--- config.mk ---
export PLATFORM = sky130hd
export DESIGN_NAME = hazard_ctrl
export DESIGN_NICKNAME = d
export VERILOG_FILES = /design/src/rtl/hazard_ctrl.sv
export SDC_FILE = /design/constraint.sdc
export NUM_CORES = 1
export LEC_CHECK = 0
export CORE_MARGIN = 3
export CORE_UTILIZATION = 43
export CTS_CLUSTER_SIZE = 40
export DETAILED_ROUTE_END_ITERATION = 7
export DONT_BUFFER_PORTS = 1
export PLACE_DENSITY = 0.67
export SETUP_SLACK_MARGIN = 0.15
export SKIP_CTS_REPAIR_TIMING = 1
export SLEW_MARGIN = 20
export SYNTH_ARGS = -nofsm -noshare
export SYNTH_HDL_FRONTEND = slang
export SYNTH_SLANG_ARGS = --single-unit
--- constraint.sdc ---
create_clock -name CLK -period 2.9 [get_ports CLK]
set_clock_uncertainty 0.05 [all_clocks]
set_input_delay 0.58 -clock CLK [delete_from_list [all_inputs] [get_ports CLK]]
set_output_delay 0.58 -clock CLK [all_outputs]
set_load 0.01 [all_outputs]
--- src/rtl/hazard_ctrl.sv ---
// Pipeline hazard controller: load-use stall, branch flush, data-memory wait stall and operand forwarding.
// Optional performance counters (stallCycles, flushCount) are built when HAZARD_PERF_COUNTERS_EN is defined.
module hazard_ctrl (
  input  logic       CLK,
  input  logic       reset,
  input  logic [4:0] rs1D,
  input  logic [4:0] rs2D,
  input  logic [4:0] rs1E,
  input  logic [4:0] rs2E,
  input  logic [4:0] rdE,
  input  logic [1:0] ResultSrcE,
  input  logic       regWriteE,
  input  logic       PCSrcE,
  input  logic [4:0] rdM,
  input  logic [4:0] rdW,
  input  logic       regWriteM,
  input  logic       regWriteW,
  input  logic       memReqM,
  input  logic       memReadyM,
  output logic       stallF,
  output logic       stallD,
  output logic       stallE,
  output logic       stallM,
  output logic       flushD,
  output logic       flushE,
  output logic       flushW,
  output logic [1:0] forwardAE,
  output logic [1:0] forwardBE,
`ifdef HAZARD_PERF_COUNTERS_EN
  output logic [31:0] stallCycles,
  output logic [31:0] flushCount,
`endif
  output logic [1:0] state_dbg
);

  // Handshake: a data-memory access is pending while memReqM=1 and completes
  // in the cycle memReadyM=1; the pipeline is frozen until that cycle ends.
  typedef enum logic [1:0] {
    S_INIT    = 2'd0,
    S_RUN     = 2'd1,
    S_MEMWAIT = 2'd2
  } state_t;

  state_t state;
  state_t state_next;
  logic   lw_stall;
  logic   mem_stall;

  // regWriteE is part of the stage interface but not needed for these decisions.
  logic unused_ok;
  assign unused_ok = regWriteE;

  assign state_dbg = state;
  assign mem_stall = memReqM & ~memReadyM;
  assign lw_stall  = (ResultSrcE == 2'b01) && (rdE != 5'd0) &&
                     ((rdE == rs1D) || (rdE == rs2D));

  always_ff @(posedge CLK) begin
    if (reset) state <= S_INIT;
    else       state <= state_next;
  end

  always_comb begin
    state_next = state;
    stallF     = 1'b0;
    stallD     = 1'b0;
    stallE     = 1'b0;
    stallM     = 1'b0;
    flushD     = 1'b0;
    flushE     = 1'b0;
    flushW     = 1'b0;
    case (state)
      S_INIT: begin
        stallF     = 1'b1;
        flushD     = 1'b1;
        flushE     = 1'b1;
        state_next = S_RUN;
      end
      S_RUN: begin
        if (mem_stall) begin
          // Memory wait freezes everything; a taken branch stays held in EX.
          stallF     = 1'b1;
          stallD     = 1'b1;
          stallE     = 1'b1;
          stallM     = 1'b1;
          flushW     = 1'b1;
          state_next = S_MEMWAIT;
        end else begin
          stallF = lw_stall;
          stallD = lw_stall;
          flushD = PCSrcE;
          flushE = lw_stall | PCSrcE;
        end
      end
      S_MEMWAIT: begin
        stallF = 1'b1;
        stallD = 1'b1;
        stallE = 1'b1;
        stallM = 1'b1;
        flushW = 1'b1;
        if (memReadyM) state_next = S_RUN;
      end
      default: state_next = S_INIT;
    endcase
  end

  always_comb begin
    forwardAE = 2'b00;
    if (regWriteM && (rdM != 5'd0) && (rdM == rs1E))      forwardAE = 2'b10;
    else if (regWriteW && (rdW != 5'd0) && (rdW == rs1E)) forwardAE = 2'b01;
  end

  always_comb begin
    forwardBE = 2'b00;
    if (regWriteM && (rdM != 5'd0) && (rdM == rs2E))      forwardBE = 2'b10;
    else if (regWriteW && (rdW != 5'd0) && (rdW == rs2E)) forwardBE = 2'b01;
  end

`ifdef HAZARD_PERF_COUNTERS_EN
  always_ff @(posedge CLK) begin
    if (reset) begin
      stallCycles <= 32'd0;
      flushCount  <= 32'd0;
    end else begin
      if (stallF && (state != S_INIT) && (stallCycles != 32'hFFFF_FFFF))
        stallCycles <= stallCycles + 32'd1;
      if ((state == S_RUN) && PCSrcE && !mem_stall && (flushCount != 32'hFFFF_FFFF))
        flushCount <= flushCount + 32'd1;
    end
  end
`endif

endmodule

### Yosys cells after proc, flatten, opt, wreduce, memory -nomap -nowiden

Cells that the tools add are included.

* register bits: 2
* input port bits: 45
* output and inout port bits: 13
* logic and storage cells: 46

* equality and inequality tests: 11
* multiplexer cells: 16
* bitwise operators: 3
* reduce and logical (&&, ||, !) cells: 15

Operators by type and width (count)
* 5-bit equality test: 6
* 5-bit nonzero test: 3
* 1-bit case mux with 2 select lines: 5
* 1-bit logical AND: 8
* 2-bit two-way mux: 4
* 1-bit two-way mux: 6
* 2-bit case mux with 3 select lines: 1
* 2-bit by 1-bit equality test with 1-bit output (second input constant): 2
* 2-bit inequality test (second input constant): 2
* 2-bit equality test (second input constant): 1
* 2-bit zero test: 1
* 2-bit AND reduction: 1
* 2-bit OR reduction: 1
* 1-bit bitwise AND: 1
* 1-bit logical OR: 1
* 1-bit NOT: 1
* 1-bit OR: 1

### Depth between registers and ports, before layout

Gate-level depths: netlist (run 1).

* depth in word-level cells: 6
* gate-level depth with buffers: 5
* depth with buffers taken out: 5

### Least setup slack after synthesis (run 1)

Ideal clock, no wire load.

* path kind: input to output
* from: in rdM[1]
* to: out forwardAE[0]
* data arrival time: 1707 ps
* required time: 2270 ps
* path slack: 563 ps
* stages on the path: 4
* buffers on the path: 0
* cell sequence: or4_4 > o21ai_2 > nor4_1 > nor4_2

* longest elaborated chain between the ends: 4
* elaborated cells between the ends (all ways): 5
* those cells by class: 1 x eq/ne; 1 x mux; 3 x reduce/logical

RTL lines
* start, declared: RTL line 14 `input logic [4:0] rdM,`
* 5-bit nonzero test: RTL line 109 `if (regWriteM && (rdM != 5'd0) && (rdM == rs1E)) forwardAE = 2'b10;`
* 1-bit logical AND: RTL line 109
* 1-bit logical AND (*): RTL line 109
* 2-bit two-way mux (*): RTL line 109
* end, declared: RTL line 27 `output logic [1:0] forwardAE,`

Every way passes the cells marked *; elsewhere a longest branch is shown, timed or not.

### Worst setup path after layout (run 1)

* from: in rdM[1]
* to: out forwardBE[0]

* longest elaborated chain between the ends: 4
* elaborated cells between the ends (all ways): 5
* those cells by class: 1 x eq/ne; 1 x mux; 3 x reduce/logical

RTL lines
* 5-bit nonzero test: RTL line 115 `if (regWriteM && (rdM != 5'd0) && (rdM == rs2E)) forwardBE = 2'b10;`
* 1-bit logical AND: RTL line 115
* 1-bit logical AND (*): RTL line 115
* 2-bit two-way mux (*): RTL line 115
* end, declared: RTL line 28 `output logic [1:0] forwardBE,`

Marked as above.

==> results of run 1 <==
-- final cells by class --
cell class | instances | area [um2] | area share, %
multi-input cells | 76 | 576.8 | 86.65
clock buffers | 3 | 22.52 | 3.383
flip-flops and latches | 2 | 40.04 | 6.015
inverters | 2 | 7.507 | 1.128
well taps | 15 | 18.77 | 2.820
-- per-layer routing --
metal	vias up	GRT usage, %	wire (um)
met4	0	7.229	0
met2	29	24.93	796
met3	0	5.691	214
met5	-	0	0
met1	267	16.07	544
li1	287	-	-
-- synth_stat cells, drive strengths merged --
| cell | instances |
|---|---|
| a21o | 1 |
| a21oi | 2 |
| a22oi | 1 |
| and2 | 1 |
| buf | 2 |
| dfxtp | 2 |
| ha | 4 |
| inv | 2 |
| nand2 | 3 |
| nand2b | 2 |
| nand3 | 3 |
| nor2 | 4 |
| nor2b | 4 |
| nor3 | 4 |
| nor3b | 1 |
| nor4 | 4 |
| o21a | 1 |
| o21ai | 4 |
| o21bai | 2 |
| o221ai | 1 |
| or4 | 4 |
| xnor2 | 6 |
| xor2 | 24 |
-- power groups by stage --
stage                     Sequential (W)  Clock [W]  Combinational, W
after floorplan                0.0000360          0         0.0000826
after global placement         0.0000369          0         0.0000912
after detailed placement       0.0000372          0         0.0000926
after CTS                      0.0000367  0.0000654         0.0000933
after global routing           0.0000379  0.0000683          0.000103
final                          0.0000366  0.0000611         0.0000923
-- worst max-delay path by stage --
| stage | cells after the start | start | slack, ns | endpoint |
|---|---|---|---|---|
| floorplan | 4 | rdM[1] | 0.56 | forwardAE[0] |
| global placement | 4 | rdM[1] | 0.50 | forwardBE[0] |
| detailed placement | 4 | rdM[1] | 0.45 | forwardBE[0] |
| CTS | 4 | rdM[1] | 0.45 | forwardBE[0] |
| global route | 4 | rdM[1] | 0.39 | forwardBE[0] |
| finish | 4 | rdM[1] | 0.45 | forwardBE[0] |
-- critical path, stage by stage --
cell and delay, ns:
or4_4 0.51, o21ai_2 0.15, nor4_1 0.13, nor4_2 0.45
-- metrics by stage --
step | instances | setup WS [ns] | cell area [um2]
CTS | 98 | 0.4473 | 665.6
global route | 98 | 0.3914 | 665.6
floorplan | 82 | 0.5630 | 639.4
detailed placement | 95 | 0.4511 | 643.1
global placement | 95 | 0.4985 | 643.1
finish | 98 | 0.4464 | 665.6
-- cell families (layout without fill, tap and decap cells) --
logic type	count (synthesis)	count (layout)	synth area share, %
flops	2	2	6.262
buf+inv	4	5	3.522
simple gates	30	30	28.76
compound gates	12	12	12.52
xor+xnor	30	30	41.10
fa+ha+maj	4	4	7.828
==> qor.txt, run 1 <==
most frequent cells in the layout - 24 x xor2_1, 6 x xnor2_1
Syn Nets - 131
Pint - 0.0001217 W
CP Capture Type - primary output
Seq/Total Area, Yosys - 6.262%
DP HPWL - 1.411 mm
drt drc - 0
first-pass GRT wire length - 2.214 mm
cell taking the most area after synthesis - xor2_1
fmax - 407.6 MHz
Clock transition at path regs - 0.03 ns
htree depth - 1
fin crit share - 84.61%
largest net degree at the start of global routing - 6
fin util - 49.30%
# Max-Cap Violations - 0
Hold WS - 0.3742 ns
most common cell after layout, fill and taps aside - xor2_1
Min-Delay Endpoint - state_dbg[1]
number of unique standard cell types used by synthesis - 27
WP data arrival - 1.82 ns
fin crit period - 2.454 ns
pwr dens - 285.6 nW/um2
Mean Syn Cell Area - 7.797 um2
IO Port Bufs - 0
WHS Path Cells - 1
Worst-Margin Slew - 0.8531 ns
CTS tree - yes
total global routing overflow - 0
Max Root-Sink Buffers - 2
Die X - 44.56 um
Hold/Removal Path Class - in -> reg
I/O pin count - 58
Critical R2R Capture - state_dbg[0]
FF-to-FF Start - state_dbg[0]
Antenna diodes - 0
GRT Util Overall - 14.84%
root buffer cell - clkbuf_4
initial antenna violation count - 0
Seq pwr share - 19.3%
DRT Wirelength - 1.555 mm
final hold viol count - 0
critical path required time - 2.27 ns
Row Count - 13
# nets final - 134
Synth top area share - 32.88%
Sw Pwr - 0.00006839 W
ranking of synthesized cells by area - xor2_1 33%, xnor2_1 8.2%, ha_1 7.8%
core area - 1350 um2
ANT nets after route - 0
worst vdd ir - 0.1740 mV
CP startpoint kind - input port
Reg2Reg Setup Slack - 1.48 ns
Vert. Die Dim - 44.56 um
Area Growth Syn to Fin - 4.110%
status - finished, final reports clean
vias in the first global route - 541
vias per cell - 5.949
die area - 1986 um2
1st-iter DRT viols - 5
Fillers - 140
via count - 583
Clk network pwr share - 32.2%
setup violators final - 0
Ys Warns - 0
max reg flops - 2
Rel. slew slack - 42.61%
Power, Total - 0.0001901 W
critical hold path startpoint - reset
post-synthesis register bit count - 2
kind of critical path - in -> out
Post-Syn Area - 639.4 um2
setup TNS - 0 ns
Sink Count - 2
RD Place Congestion - 0.7304
RSZ-0062 raised after global routing - no
wire length per cell - 15.87 um
DRT Pass-1 Iters - 4
Final Max Tran Viols - 0
Syn Inst Count - 82
Logic pwr share - 48.6%
worst reg-to-reg path cell count - 4
leak pwr - 0.2447 nW
Sw Ratio - 35.97%
Max Fanout on Critical Path - 3
Initial Util - 47.36%
Num CTS Buffers - 3
clk_lat worst skew - 0.22 ns
ratio of cells with drive above 1 in the final layout - 8.434%
Note: power is estimated with default switching activity, not from simulation.
==> run 2, diff against run 1 <==
Clock period 2.9 ns to 2.35 ns, I/O delays scaled along.
==> run 2 against run 1 <==
Against the previous run:
- sequential cell count did not move
- global-route usage rose by 1.3 points
- sequential power rose by 24%
- via count fell by 0.17%
- worst hold slack got worse by 0.12 ns
- largest cell class unchanged
- design area rose by 6.2%
- routed wire length rose by 6.7%
- cell count rose by 1.0%
- non-clock buffer count rose by 1
- total power rose by 29%
- first-iteration DRC count fell by 60%
==> qor.txt, run 2 (same netlist as run 1, synthesis figures left out) <==
final setup margin - 0.2669 ns
CP startpoint kind - input port
total global routing overflow - 0
fmax - 480.0 MHz
crit-path most repeated cell - or4_1
fin crit period - 2.083 ns
Rel. slew slack - 56.97%
setup violators final - 0
Sink Count - 2
Critical Path, Cell by Cell - or4_1 -> o21ai_1 -> or4_1 -> nor4_4
Reg2Reg Setup Slack - 0.97 ns
worst vdd ir - 0.2817 mV
CP Capture Type - primary output
IO Port Bufs - 0
die area - 1986 um2
Die X - 44.56 um
RD Place Congestion - 0.7295
initial antenna violation count - 0
setup TNS - 0 ns
Crit path largest cell delay - 0.58 ns
ANT nets after route - 0
wire length per cell - 16.76 um
I/O pin count - 58
Clock transition at path regs - 0.03 ns
ratio of cells with drive above 1 in the final layout - 14.29%
leak pwr - 0.2517 nW
most common cell after layout, fill and taps aside - xor2_1
root buffer cell - clkbuf_4
DP HPWL - 1.514 mm
status - finished, final reports clean
final hold viol count - 0
via count - 582
Num CTS Buffers - 3
Vert. Die Dim - 44.56 um
Max Fanout on Critical Path - 3
htree depth - 1
max reg flops - 2
most frequent cells in the layout - 24 x xor2_1, 6 x xnor2_1, 4 x nor2_1, 4 x nor3_1, 4 x ha_1
largest net degree at the start of global routing - 6
Place WS - 0.1346 ns
Hold/Removal Path Class - in -> reg
Final Max Tran Viols - 0
Row Count - 13
Worst-Margin Slew - 0.6401 ns
first-pass GRT wire length - 2.408 mm
Antenna diodes - 0
Area Growth Syn to Fin - 10.57%
non-filler cells, final - 99
# Max-Cap Violations - 0
# nets final - 135
fin util - 52.36%
vias in the first global route - 626
DRT Pass-1 Iters - 2
Buf/Inv on CP - 0
clk_lat worst skew - 0.22 ns
1st-iter DRT viols - 2
Crit path max-delay family - simple AND/OR/NAND/NOR gates
GRT Util Overall - 16.16%
DRT Wirelength - 1.659 mm
kind of critical path - in -> out
core area - 1350 um2
Max Root-Sink Buffers - 2
WP data arrival - 1.56 ns
vias per cell - 5.879
CTS tree - yes
pwr dens - 346.9 nW/um2
fin crit share - 88.64%
Initial Util - 47.36%
critical path required time - 1.83 ns
Hold WS - 0.2543 ns
critical path's slowest cell - or4_1
drt drc - 0
placed insts - 96
RSZ-0062 raised after global routing - no
-- run 2: changes by cell type in the layout (fill, tap and decap cells not counted) --
| cell | before | now |
|---|---|---|
| nor2b_1 | 4 | 3 |
| nor4_4 | 0 | 2 |
| nor2b_2 | 0 | 1 |
| buf_4 | 0 | 1 |
| dfxtp_2 | 0 | 1 |
| dfxtp_1 | 2 | 1 |
| nor4_1 | 2 | 0 |
-- run 2: worst paths after layout --
path              cells past startpoint    startpoint            to
hold reg to reg                       2  state_dbg[1]  state_dbg[1]
setup / recovery                      4        rdW[2]  forwardBE[0]
hold / removal                        1         reset  state_dbg[1]
setup reg to reg                      5  state_dbg[0]  state_dbg[0]
-- run 2: area by class of cell --
| class | instances | area, um2 |
|---|---|---|
| fillers | 134 | 643.1 |
| multi-input cells | 76 | 609.3 |
| flip-flops and latches | 2 | 41.29 |
| inverters | 2 | 7.507 |
| repair buffers | 1 | 7.507 |
| well taps | 15 | 18.77 |
| clock buffers | 3 | 22.52 |
-- run 2: where the power goes --
group | total, W | internal [W] | switching [W]
clock network | 0.0000760 | 0.0000563 | 0.0000197
logic | 0.000124 | 0.0000591 | 0.0000648
registers | 0.0000454 | 0.0000385 | 0.00000688
total | 0.000245 | 0.000154 | 0.0000914
-- run 2: layer usage --
metal	share of wire [%]	vias up	global-route usage (%)
met4	0	0	7.229
met2	56	25	31.52
met1	33	268	15.59
met3	11	0	3.659
met5	0	-	0
li1	-	289	-
-- run 2: worst reg2reg max path: stages (launching register included) --
cell     delay [ns]
dfxtp_1        0.42
inv_1          0.11
ha_1           0.26
nor2b_1        0.15
o21ai_0        0.14
nor3b_1        0.18
-- run 2: stage by stage --
stage / cell area [um2] / total power, W
detailed placement: 650.6 / 0.0001622
finish: 706.9 / 0.0002453
CTS: 673.1 / 0.0002446
floorplan: 639.4 / 0.0001463
global placement: 650.6 / 0.0001591
global route: 706.9 / 0.0002686
==> run 3, diff against run 2 <==
Settings changed: CORE_MARGIN 3 to not set.
Clock period 2.35 ns to 1.99 ns, I/O delays scaled along.
==> run 3 against run 2 <==
Against the previous run:
- sequential power increased by 22%
- sequential share of layout area is 0.094 points lower
- via count decreased by 0.52%
- register-to-register slack worse by 0.22 ns
- routed wire length is 12% lower
- largest cell class unchanged
- total power increased by 26%
- global-route usage rose by 1.7 points
- worst setup slack worse by 0.15 ns
- sequential cell count is the same
- design area up 7.8%
- clock-buffer cell count is the same
==> qor.txt, run 3 (same netlist as run 1, synthesis figures left out) <==
setup TNS - 0 ns
most frequent cells in the layout - 24 x xor2_1, 6 x xnor2_1, 4 x nor2_1, 4 x nor3_1
Logic pwr share - 52.9%
RSZ-0062 raised after global routing - yes
DP Area - 690.7 um2
critical path required time - 1.54 ns
placed insts - 98
drt drc - 0
Met2 Wirelength - 757 um
GRT Util Overall - 17.91%
worst vdd ir - 0.1519 mV
max reg flops - 2
Vert. Die Dim - 40.56 um
Sink Count - 2
DRT Wirelength - 1.464 mm
final instance area - 762.0 um2
fin crit share - 94.02%
Crit path largest cell delay - 0.54 ns
Antenna diodes - 0
Final Max Tran Viols - 0
final hold viol count - 0
M1 wire length - 592 um
Fillers - 128
pwr dens - 404.8 nW/um2
non-filler cells, final - 101
core area - 1350 um2
clk_lat worst skew - 0.22 ns
Clock transition at path regs - 0.03 ns
Critical Path, Cell by Cell - xor2_1 -> or4_4 -> nor4_4
Max Root-Sink Buffers - 2
met3 wire length - 113 um
htree depth - 1
vias in the first global route - 545
I/O pin count - 58
DP HPWL - 1.255 mm
Hold/Removal Path Class - in -> reg
total global routing overflow - 0
IO Port Bufs - 0
first-pass GRT wire length - 2.014 mm
Rel. slew slack - 64.21%
leak pwr - 0.2687 nW
Pint - 0.0001945 W
Worst-Margin Slew - 0.5323 ns
status - finished, final reports clean
root buffer cell - clkbuf_4
CP startpoint kind - input port
Row Count - 13
fin crit period - 1.871 ns
most common cell after layout, fill and taps aside - xor2_1
largest net degree at the start of global routing - 6
fmax - 534.5 MHz
Reg2Reg Setup Slack - 0.75 ns
ratio of cells with drive above 1 in the final layout - 26.74%
setup violators final - 0
WP data arrival - 1.42 ns
vias per cell - 5.733
Power, Total - 0.0003084 W
ANT nets after route - 0
Max Fanout on Critical Path - 3
# Max-Cap Violations - 0
Die X - 40.56 um
Sw Pwr - 0.0001139 W
Max Used Layer - met3
Sw Ratio - 36.93%
via count - 579
CP Capture Type - primary output
# nets final - 137
RD Place Congestion - 0.6835
Seq pwr share - 18.0%
CTS tree - yes
Area Growth Syn to Fin - 19.18%
wire length per cell - 14.50 um
1st-iter DRT viols - 1
initial antenna violation count - 0
Initial Util - 47.36%
kind of critical path - in -> out
Clk network pwr share - 29.1%
Num CTS Buffers - 3
DRT Pass-1 Iters - 2
critical path's slowest cell - or4_4
die area - 1645 um2
-- run 3: cell types whose count changed in the layout (fill, tap and decap cells not counted), moves of 2 or more --
cell,change
or4_1,-2
buf_4,+2
or4_4,+2
ha_2,+2
ha_1,-3
-- run 3: worst paths after layout --
check                                   from            to  cells after the start
worst max-delay path                  rdW[1]  forwardBE[0]                      3
worst max register to register  state_dbg[0]  state_dbg[0]                      5
worst min-delay path                   reset  state_dbg[1]                      1
worst min register to register  state_dbg[1]  state_dbg[1]                      3
-- run 3: layer usage --
metal	vias to the layer above	track usage, %
li1	293	-
met1	255	20.83
met2	31	33.33
met3	0	2.222
met4	0	5.000
met5	-	0
-- run 3: through the flow --
| step | hold WS, ns | util [%] | setup WS [ns] |
|---|---|---|---|
| after detailed placement | 0.4200 | 51.16 | 0.09797 |
| after global placement | 0.4202 | 51.16 | 0.09530 |
| final | 0.1914 | 56.44 | 0.1190 |
| after CTS | 0.1796 | 52.83 | -0.09501 |
| after global routing | 0.1788 | 56.44 | 0.05987 |
| after floorplan | 0.4171 | - | 0.1440 |
-- run 3: cell type report --
type | count | area [um2] | area share (%)
Clock buffer | 3 | 22.52 | 2.956
Inverter | 2 | 7.507 | 0.9852
Multi-Input combinational cell | 76 | 646.9 | 84.89
Sequential cell | 2 | 43.79 | 5.747
Tap cell | 15 | 18.77 | 2.463
Timing Repair Buffer | 3 | 22.52 | 2.956
-- run 3: power groups by stage --
stage | combinational, W | clock [W] | sequential, W
finish | 0.000163 | 0.0000897 | 0.0000555
global placement | 0.000144 | 0 | 0.0000524
global route | 0.000182 | 0.0000983 | 0.0000573
floorplan | 0.000128 | 0 | 0.0000524
detailed placement | 0.000149 | 0 | 0.0000529
CTS | 0.000149 | 0.0000955 | 0.0000522
-- run 3: critical path: cells and delay by family --
kind,cells,cell delay [ns]
simple gates,2,0.88
xor+xnor,1,0.14
